$ cat config.mk
export PLATFORM = sky130hd
export DESIGN_NAME = instr_fetch_seq
export DESIGN_NICKNAME = d
export VERILOG_FILES = /design/src/rtl/instr_fetch_seq.sv
export SDC_FILE = /design/constraint.sdc
export NUM_CORES = 1
export LEC_CHECK = 0
export CORE_MARGIN = 3
export CORE_UTILIZATION = 34
export CTS_CLUSTER_SIZE = 28
export DETAILED_ROUTE_END_ITERATION = 16
export SLEW_MARGIN = 20
export SYNTH_ARGS = -nofsm -noshare
export SYNTH_HDL_FRONTEND = slang
export SYNTH_SLANG_ARGS = --single-unit
export TNS_END_PERCENT = 1
$ cat constraint.sdc
create_clock -name Clock -period 2.82 [get_ports Clock]
set_clock_uncertainty 0.1 [all_clocks]
set_input_delay 0.282 -clock Clock [delete_from_list [all_inputs] [get_ports Clock]]
set_output_delay 0.282 -clock Clock [all_outputs]
set_load 0.03 [all_outputs]
$ cat src/rtl/instr_fetch_seq.sv
// Fetch sequencer for the multi-cycle core: reads instruction (and mvi immediate)
// words from a synchronous RAM and presents them on DIN when the core samples them.
module instr_fetch_seq #(
    parameter int          ADDR_W  = 6,
    parameter int          MEM_LAT = 1,
    parameter logic [2:0]  MVI_OP  = 3'b001
) (
    input  logic              Clock,
    input  logic              Resetn,
    input  logic              Run,
    input  logic              Done,
    input  logic [15:0]       MemData,
    output logic [ADDR_W-1:0] MemAddr,
    output logic [15:0]       DIN,
    output logic              ProcHold,
    output logic [ADDR_W-1:0] PC,
    output logic              Busy,
    output logic [2:0]        State
);

    // Handshake: the core only runs while ProcHold=0; Done is honoured only in EXEC,
    // and Run is sampled only in IDLE and on the Done cycle.
    typedef enum logic [2:0] {
        S_IDLE  = 3'd0,
        S_FETCH = 3'd1,
        S_IMM   = 3'd2,
        S_ISSUE = 3'd3,
        S_EXEC  = 3'd4
    } state_t;

    localparam logic [1:0] LAT = 2'(MEM_LAT);

    state_t            state;
    logic [1:0]        cnt;
    logic [15:0]       instr_q;
    logic [15:0]       imm_q;
    logic              is_mvi;
    logic [ADDR_W-1:0] pc_next;

    assign is_mvi  = (instr_q[8:6] == MVI_OP);
    // Address arithmetic wraps naturally at ADDR_W bits.
    assign pc_next = PC + (is_mvi ? ADDR_W'(2) : ADDR_W'(1));

    assign Busy  = (state != S_IDLE);
    assign State = state;

    always_ff @(posedge Clock) begin
        if (Resetn) begin
            state    <= S_IDLE;
            PC       <= '0;
            MemAddr  <= '0;
            instr_q  <= '0;
            imm_q    <= '0;
            DIN      <= '0;
            ProcHold <= 1'b1;
            cnt      <= '0;
        end else begin
            case (state)
                S_IDLE: begin
                    ProcHold <= 1'b1;
                    if (Run) begin
                        MemAddr <= PC;
                        cnt     <= '0;
                        state   <= S_FETCH;
                    end
                end

                S_FETCH: begin
                    if (cnt == LAT) begin
                        instr_q <= MemData;
                        cnt     <= '0;
                        if (MemData[8:6] == MVI_OP) begin
                            MemAddr <= PC + ADDR_W'(1);
                            state   <= S_IMM;
                        end else begin
                            // Registered so DIN/ProcHold are valid for the whole ISSUE cycle.
                            DIN      <= MemData;
                            ProcHold <= 1'b0;
                            state    <= S_ISSUE;
                        end
                    end else begin
                        cnt <= cnt + 2'd1;
                    end
                end

                S_IMM: begin
                    if (cnt == LAT) begin
                        imm_q    <= MemData;
                        cnt      <= '0;
                        DIN      <= instr_q;
                        ProcHold <= 1'b0;
                        state    <= S_ISSUE;
                    end else begin
                        cnt <= cnt + 2'd1;
                    end
                end

                S_ISSUE: begin
                    DIN   <= is_mvi ? imm_q : instr_q;
                    state <= S_EXEC;
                end

                S_EXEC: begin
                    if (Done) begin
                        PC       <= pc_next;
                        ProcHold <= 1'b1;
                        cnt      <= '0;
                        if (Run) begin
                            MemAddr <= pc_next;
                            state   <= S_FETCH;
                        end else begin
                            state <= S_IDLE;
                        end
                    end
                end

                default: state <= S_IDLE;
            endcase
        end
    end

endmodule

==> results.ini, run 1 <==
[clock_network]
ctsResizeCount=0
clk-insertion-delay-late_ns=0.35
cts_tree=done
cts_buffer_depth=2
htree_levels=3
postCtsSetupBuffers=0
ctsHoldBuffers=0
cts_buffers=9
clockRootBuffer=clkbuf_8
clk_pin_slew_ns=0.08
cts.sinks=66

[critical_path]
critPathLaunch=State[2]$_SDFFE_PP0P_
path_delay_family=buffers and inverters
slowest_delay_ns=0.66
r2r_start=State[2]$_SDFFE_PP0P_
path_cells=buf_4 > or3_1 > clkdlybuf4s50_1
cp-start-kind=register
setup.worst_path.class=register to output port
slowest_stage=clkdlybuf4s50_1
timing.critical_path.buf_inv=2
end_kind=output port
cp.arrival_ns=2.07
path_max_fanout=15
crit_required_ns=2.44

[sta]
final-max-slew-violation-count=0
hold_ws_ns=0.356
rsz0062_at_grt=false
tightest_slew_ns=1.10
post-route-period-util_pct=87.0
relSlewSlack_pct=26.3
fmax_mhz=408
finalSetupViolCount=0
fin_setup_tns_ns=0
finalHoldViolCount=0
period_needed_ns=2.45

[die]
rows=34
dieArea_sq_mm=0.0103
die_h_um=102
core_area_sq_mm=0.00881
start_util_pct=35.3
die_x_um=102
io_pins=53

[logic_synthesis]
synth_fp_nets=372
yosysTopAreaCell=dfxtp_1
synthCells=349
ys.flop_type=dfxtp_1
synth_xor_area_share_pct=2.26
synth_fa_ha_area_share_pct=1.53
ys_async_sr_fraction_pct=0
synth.most_common_cell=dfxtp_1
yosys.area_share.simple_pct=20.7
synth-edff-count=0
yosys-mux-area-fraction_pct=6.81
synth_common_cells=dfxtp_1, nor2_1, nand2_1
synth-compound-area-share_pct=20.7
syn_area_sq_mm=0.00311
synth_area_leaders=dfxtp_1, nor2_1, mux2i_1, nand2_1, a21oi_1
synth-seq-area-share_pct=42.5
synth_top_area_share_pct=42.5
synth_top_family_by_area=compound AO/OA/AOI/OAI gates
ys_types=49
synth_seq_cells=66
yosys_warnings=0
avgSynthCellArea_sq_um=8.90

[final_layout]
fin_nets=419
fin_area_sq_mm=0.00391
fillers=857
multi_input_area_sq_mm=0.00163
diodes=0
area_growth_pct=25.7
regArea_sq_mm=0.00132
drive_gt1_share_pct=11.7

[grt]
antenna_found_initial=0
grtUsageTotal_pct=15.0
grt_pass1_vias=2524
grt_max_degree=34
grt_pass1_wl_mm=12.2
globalRouteOverflowTotal=0

[detailed_routing]
drc=0
postRouteAntennaNets=0
vias=2677
first_pass_iters=5
wl_per_cell_um=14.9
vias_per_cell=5.26
drtIter0Drc=136
wl_mm=7.61

[pwr]
leakagePower_nw=1.28
peakVddDrop_mv=0.224
powerDensity_mw_per_mm2=620

[placement]
gp_congestion=0.814
dp_hpwl_mm=5.19
numPortBuffers=52
dpl_cell_area_sq_mm=0.00369

[worst_hold_path]
min_path_type=input pin to register
hold_start=Resetn

[job]
cap_viol_max_count=0

[run_status]
run_status=complete, no violations

cell families (layout without fill, tap and decap cells):
group,count (synthesis),after routing
xor+xnor,8,8
fa+ha+maj,4,4
flops,66,66
mux,21,21
compound gates,88,88
simple gates,132,132
buf+inv,30,82
area by class of cell:
type	instances	area share (%)
clock buffer	9	3.17
clock inverter	7	1.99
inverter	2	0.192
multi-input combinational	253	41.8
sequential	66	33.8
tap	108	3.46
timing repair buffer	64	15.5
layer usage:
| layer | part of all wire (%) | vias to the layer above | global-route usage (%) | routed length (um) |
|---|---|---|---|---|
| met4 | 1.4 | 0 | 5.93 | 104 |
| met1 | 48 | 1273 | 19.3 | 3620 |
| met2 | 47 | 50 | 23.8 | 3600 |
| li1 | - | 1345 | - | - |
| met5 | 0 | - | 0 | 0 |
| met3 | 3.7 | 9 | 4.06 | 284 |
state kept, by name, summed over array words and instances (netlist names):
signal    count
instr_q      16
DIN          16
MemAddr       6
PC            6
imm_q        16
State         3
ProcHold      1
cnt           2
power breakdown:
group	total, W	internal [W]	switching [W]
Sequential	0.00103	0.000991	0.0000363
Clock	0.000809	0.000414	0.000395
Combinational	0.000586	0.000241	0.000344
through the flow:
| step | power (W) | cells | setup WS, ns | util (%) |
|---|---|---|---|---|
| global route | 0.00254 | 509 | 0.280 | 44.3 |
| global placement | 0.00163 | 493 | 0.329 | 41.9 |
| detailed placement | 0.00163 | 493 | 0.324 | 41.9 |
| CTS | 0.00245 | 509 | 0.366 | 44.2 |
| floorplan | 0.00144 | 349 | 0.795 | - |
| finish | 0.00242 | 509 | 0.366 | 44.3 |
path summary, 6_finish.rpt:
kind / to / slack (ns) / cells after the start
min: imm_q[15]$_SDFFE_PP0P_ / 0.36 / 2
max reg2reg: imm_q[6]$_SDFFE_PP0P_ / 0.49 / 5
min reg2reg: instr_q[15]$_SDFFE_PP0P_ / 0.36 / 2
max: Busy / 0.37 / 3
cells in the final DEF, fill, tap and decap left out, drive strengths merged, types with 2 or more instances in the layout:
master and count:
dfxtp 66, clkdlybuf4s50 51, nor2b 3, o211ai 2, a21oi 32, mux2i 20
nor2 55, clkinv 4, nand2b 7, a222oi 13, nor3b 4, a311oi 3
o21a 2, a22o 2, nand2 44, or3 3, a31oi 2, clkbuf 9
nor3 5, xnor2 2, xor2 6, buf 13, a211oi 18, o21ai 7
nand3 3, inv 3, ha 3, nand3b 3, and4bb 2
worst register-to-register path, stage by stage (launching register included):
cell	delay [ns]
dfxtp_1	0.46
nand2b_1	0.27
buf_4	0.19
nor3_4	0.84
mux2i_1	0.28
nor2_1	0.06
No activity file was read; power rests on OpenSTA's default activity.
==> run 2, diff against run 1 <==
CTS_BUF_LIST = sky130_fd_sc_hd__clkbuf_8   (was default)
clock period = 2.2 ns   (was 2.82 ns; I/O delays follow)
==> results.ini, run 2 (synthesized netlist as in run 1, its figures left out) <==
[die]
dieArea_sq_mm=0.0103
io_pins=53
core_area_sq_mm=0.00881
rows=34
die_h_um=102
start_util_pct=35.3
die_x_um=102

[pwr]
switchingPower_w=0.000981
cell_internal_pwr_w=0.00217
leakagePower_nw=1.40
peakVddDrop_mv=0.379
seqPwrFrac_pct=41.8
p_sw_share_pct=31.2
powerDensity_mw_per_mm2=771
p_comb_share_pct=25.3
p_clk_share_pct=32.9

[critical_path]
cp-start-kind=register
path_delay_family=buffers and inverters
r2r_start=instr_q[6]$_SDFFE_PP0P_
crit_required_ns=1.88
reg2reg_slack_ns=0.16
rr_worst_depth=8
path_max_fanout=19
timing.critical_path.buf_inv=2
cp.arrival_ns=1.73
slowest_stage=clkdlybuf4s50_1
slowest_delay_ns=0.73
setup.worst_path.class=register to output port
critPathLaunch=State[1]$_SDFFE_PP0P_
path_cells=buf_4 > clkdlybuf4s50_1
end_kind=output port
reg2reg_to=MemAddr[5]$_SDFFE_PP0P_

[sta]
finalHoldViolCount=0
tightest_slew_ns=0.757
fmax_mhz=487
finalSetupViolCount=0
rsz0062_at_grt=false
final-max-slew-violation-count=0
period_needed_ns=2.05
relSlewSlack_pct=49.5
fin_setup_tns_ns=0
post-route-period-util_pct=93.3
final.setup.worst_slack_ns=0.148

[clock_network]
cts.sinks=66
cts_tree=done
cts_buffers=9
cts_buffer_depth=2
clk_pin_slew_ns=0.07
clk-insertion-delay-late_ns=0.33
clockRootBuffer=clkbuf_8
htree_levels=3

[grt]
antenna_found_initial=0
use_met3_pct=3.37
globalRouteOverflowTotal=0
met2_usage_pct=25.5
grt_max_degree=42
grtUsageTotal_pct=15.7
top_usage_layer=met2
grt_pass1_vias=2684
use_met1_pct=21.0
grt_pass1_wl_mm=13.0

[detailed_routing]
vias=2756
drc=0
drtIter0Drc=194
postRouteAntennaNets=0
wl_per_cell_um=15.2
wl_mm=7.98
vias_per_cell=5.24
first_pass_iters=5

[final_layout]
final_common_cell=dfxtp_1
reg.largest.list=DIN: 16 flops, imm_q: 16 flops, instr_q: 16 flops
fillers=848
mostFrequentLayoutCells=dfxtp_1, nor2_1, clkdlybuf4s50_1
area_growth_pct=31.5
drive_gt1_share_pct=15.8
diodes=0
fin_nets=436

[job]
cap_viol_max_count=0

[worst_hold_path]
hold_depth=2
hold_end=imm_q[15]$_SDFFE_PP0P_
min_path_type=input pin to register
hold_start=Resetn

[placement]
dp_hpwl_mm=5.28
gp_congestion=0.761
numPortBuffers=52
dp_slack_ns=-0.293

[run_status]
run_status=complete, no violations

## run 2: final cells by class
class	instances	area (sq um)	share of cell area (%)
multi-input combinational	253	1640	40.0
sequential	66	1320	32.4
timing repair buffer	81	781	19.1
clock buffer	10	138	3.37
tap	108	135	3.31
clock inverter	6	66.3	1.62
inverter	2	7.51	0.184
## run 2: power by group through the flow
stage          Sequential [W]  Clock, W  Combinational [W]
2_1_floorplan         0.00145         0           0.000391
3_3_place_gp          0.00134         0           0.000781
3_5_place_dp          0.00134         0           0.000789
4_1_cts               0.00132   0.00107           0.000793
5_1_grt               0.00133   0.00112           0.000862
6_report              0.00132   0.00104           0.000796
## run 2: worst reg2reg max path, cell delays in order, from the launching register on
cell and delay, ns:
dfxtp_2 0.35, nor3b_4 0.27, inv_2 0.06, ha_1 0.24, and4bb_2 0.25, a32oi_2 0.21
a21oi_1 0.12, xnor2_1 0.13, a211oi_1 0.23
## run 2: per-stage QoR
stage / utilization, % / area, sq um / instances / hold WS [ns] / power, W
finish: 46.4 / 4090 / 526 / 0.256 / 0.00315
global route: 46.4 / 4090 / 526 / 0.269 / 0.00331
CTS: 46.0 / 4050 / 524 / 0.245 / 0.00318
detailed placement: 43.7 / 3850 / 508 / 0.348 / 0.00213
global placement: 43.6 / 3840 / 508 / 0.341 / 0.00212
floorplan: - / 3110 / 349 / 0.256 / 0.00184
## run 2: metal layers
metal | routed length [um] | part of all wire (%)
met5 | 0 | 0
met4 | 71 | 0.89
met3 | 334 | 4.2
met2 | 3810 | 48
met1 | 3760 | 47
## run 2: how the worst max path moves through the flow
stage / to / slack (ns) / cells after the start
5_1_grt: MemAddr[5]$_SDFFE_PP0P_ / 0.01 / 8
3_5_place_dp: DIN[8]$_SDFFE_PP0P_ / -0.29 / 6
4_1_cts: MemAddr[5]$_SDFFE_PP0P_ / 0.007 / 8
6_report: State[1] / 0.15 / 2
2_1_floorplan: MemAddr[4]$_SDFFE_PP0P_ / 0.18 / 8
3_3_place_gp: DIN[7]$_SDFFE_PP0P_ / -0.25 / 6
## run 2: timing repair
| action | CTS | global route |
|---|---|---|
| endpoints found under the setup margin | 0 | 5 |
| hold buffers | 0 | 0 |
| setup buffers | 0 | 1 |
| gates resized for setup | 0 | 3 |
==> run 3, diff against run 2 <==
CTS_CLUSTER_SIZE = default   (was 28)
PLACE_DENSITY = 0.65   (was default)
==> results.ini, run 3 (synthesized netlist as in run 1, its figures left out) <==
[run_status]
run_status=complete, no violations

[final_layout]
reg.largest.list=DIN: 16 flops, imm_q: 16 flops, instr_q: 16 flops
diodes=0
area_growth_pct=32.7
drive_gt1_share_pct=16.4
mostFrequentLayoutCells=dfxtp_1, nor2_1, clkdlybuf4s50_1
fin_cells=523
final_common_cell=dfxtp_1
fin_nets=433
fin_util_pct=46.8

[clock_network]
clockRootBuffer=clkbuf_8
cts.sinks=66
clk-insertion-delay-late_ns=0.34
ctsHoldBuffers=0
cts_buffers=9
clk_pin_slew_ns=0.08
cts_buffer_depth=2
htree_levels=3
cts_tree=done

[die]
die_x_um=102
rows=34
start_util_pct=35.3
io_pins=53
die_h_um=102
core_area_sq_mm=0.00881
dieArea_sq_mm=0.0103

[critical_path]
slowest_delay_ns=0.36
setup.worst_path.class=register to register
slowest_stage=dfxtp_2
path_max_fanout=4
cp.arrival_ns=2.24
cp-start-kind=register
end_kind=register
rr_worst_depth=8
crit_required_ns=2.36
path_cells=nor3b_4 > buf_6 > xor2_2 > ha_2 > a21o_4 > a22oi_2 > or3_1 > a311oi_2

[pwr]
powerDensity_mw_per_mm2=795
leakagePower_nw=1.40
power_w=0.00328
peakVddDrop_mv=0.353

[placement]
dp_slack_ns=-0.0527
gp_congestion=0.807
numPortBuffers=52
dp_hpwl_mm=5.17
dp_cells=506

[grt]
grtUsageTotal_pct=15.4
grt_max_degree=38
antenna_found_initial=0
grt_pass1_wl_mm=12.8
met2_usage_pct=24.6
use_met3_pct=3.03
use_met1_pct=20.6
globalRouteOverflowTotal=0
grt_pass1_vias=2677
top_usage_layer=met2

[worst_hold_path]
hold_depth=2
min_path_type=input pin to register

[sta]
relSlewSlack_pct=53.1
tightest_slew_ns=0.703
rsz0062_at_grt=false
post-route-period-util_pct=94.4
final-max-slew-violation-count=0
finalHoldViolCount=0
fmax_mhz=482
finalSetupViolCount=0
period_needed_ns=2.08
final.setup.worst_slack_ns=0.124
fin_setup_tns_ns=0

[detailed_routing]
wl_per_cell_um=14.6
vias=2759
vias_per_cell=5.28
postRouteAntennaNets=0
drtIter0Drc=208
wl_mm=7.64
drc=0
first_pass_iters=5

[job]
cap_viol_max_count=0

-- run 3: worst max-delay path: cells and delay by family (launching register included) --
kind / cells / cell delay, ns
XOR/XNOR: 1 / 0.13
buffers and inverters: 1 / 0.16
flip-flops: 1 / 0.36
AND/OR/NAND/NOR: 2 / 0.63
AO/OA/AOI/OAI: 3 / 0.43
adder cells (fa/ha/maj): 1 / 0.19
-- run 3: area by class of cell --
type                       instances  area, sq um
sequential                        66         1320
multi-input combinational        253         1660
clock buffer                      10          138
inverter                           2         7.51
tap                              108          135
fill                             865         4680
clock inverter                     6         88.8
timing repair buffer              78          767
-- run 3: power breakdown --
part           internal, W  switching [W]  total [W]
registers          0.00127      0.0000465    0.00132
clock network     0.000671       0.000495    0.00117
logic             0.000346       0.000448   0.000794
-- run 3: layer usage --
layer,part of all wire [%],up-vias
li1,-,1373
met1,47,1320
met2,48,57
met3,3.2,9
met4,1.1,0
met5,0,-
-- run 3: final timing paths --
check / start / to / slack [ns]
worst max-delay path: instr_q[6]$_SDFFE_PP0P_ / MemAddr[4]$_SDFFE_PP0P_ / 0.12
worst min-delay path: Resetn / imm_q[5]$_SDFFE_PP0P_ / 0.25
worst max register to register: instr_q[6]$_SDFFE_PP0P_ / MemAddr[4]$_SDFFE_PP0P_ / 0.12
worst min register to register: instr_q[15]$_SDFFE_PP0P_ / instr_q[15]$_SDFFE_PP0P_ / 0.36
-- run 3: repair_timing --
action                     CTS  global route
pin swaps                    1             0
setup endpoints to repair   14             5
buffers inserted             0             1
gates resized for setup      3             8
-- run 3: metrics by stage --
stage               cell area, sq um  hold slack (ns)
floorplan                       3110            0.256
global placement                3840            0.342
detailed placement              3840            0.349
CTS                             4080            0.249
global route                    4120            0.274
finish                          4120            0.253
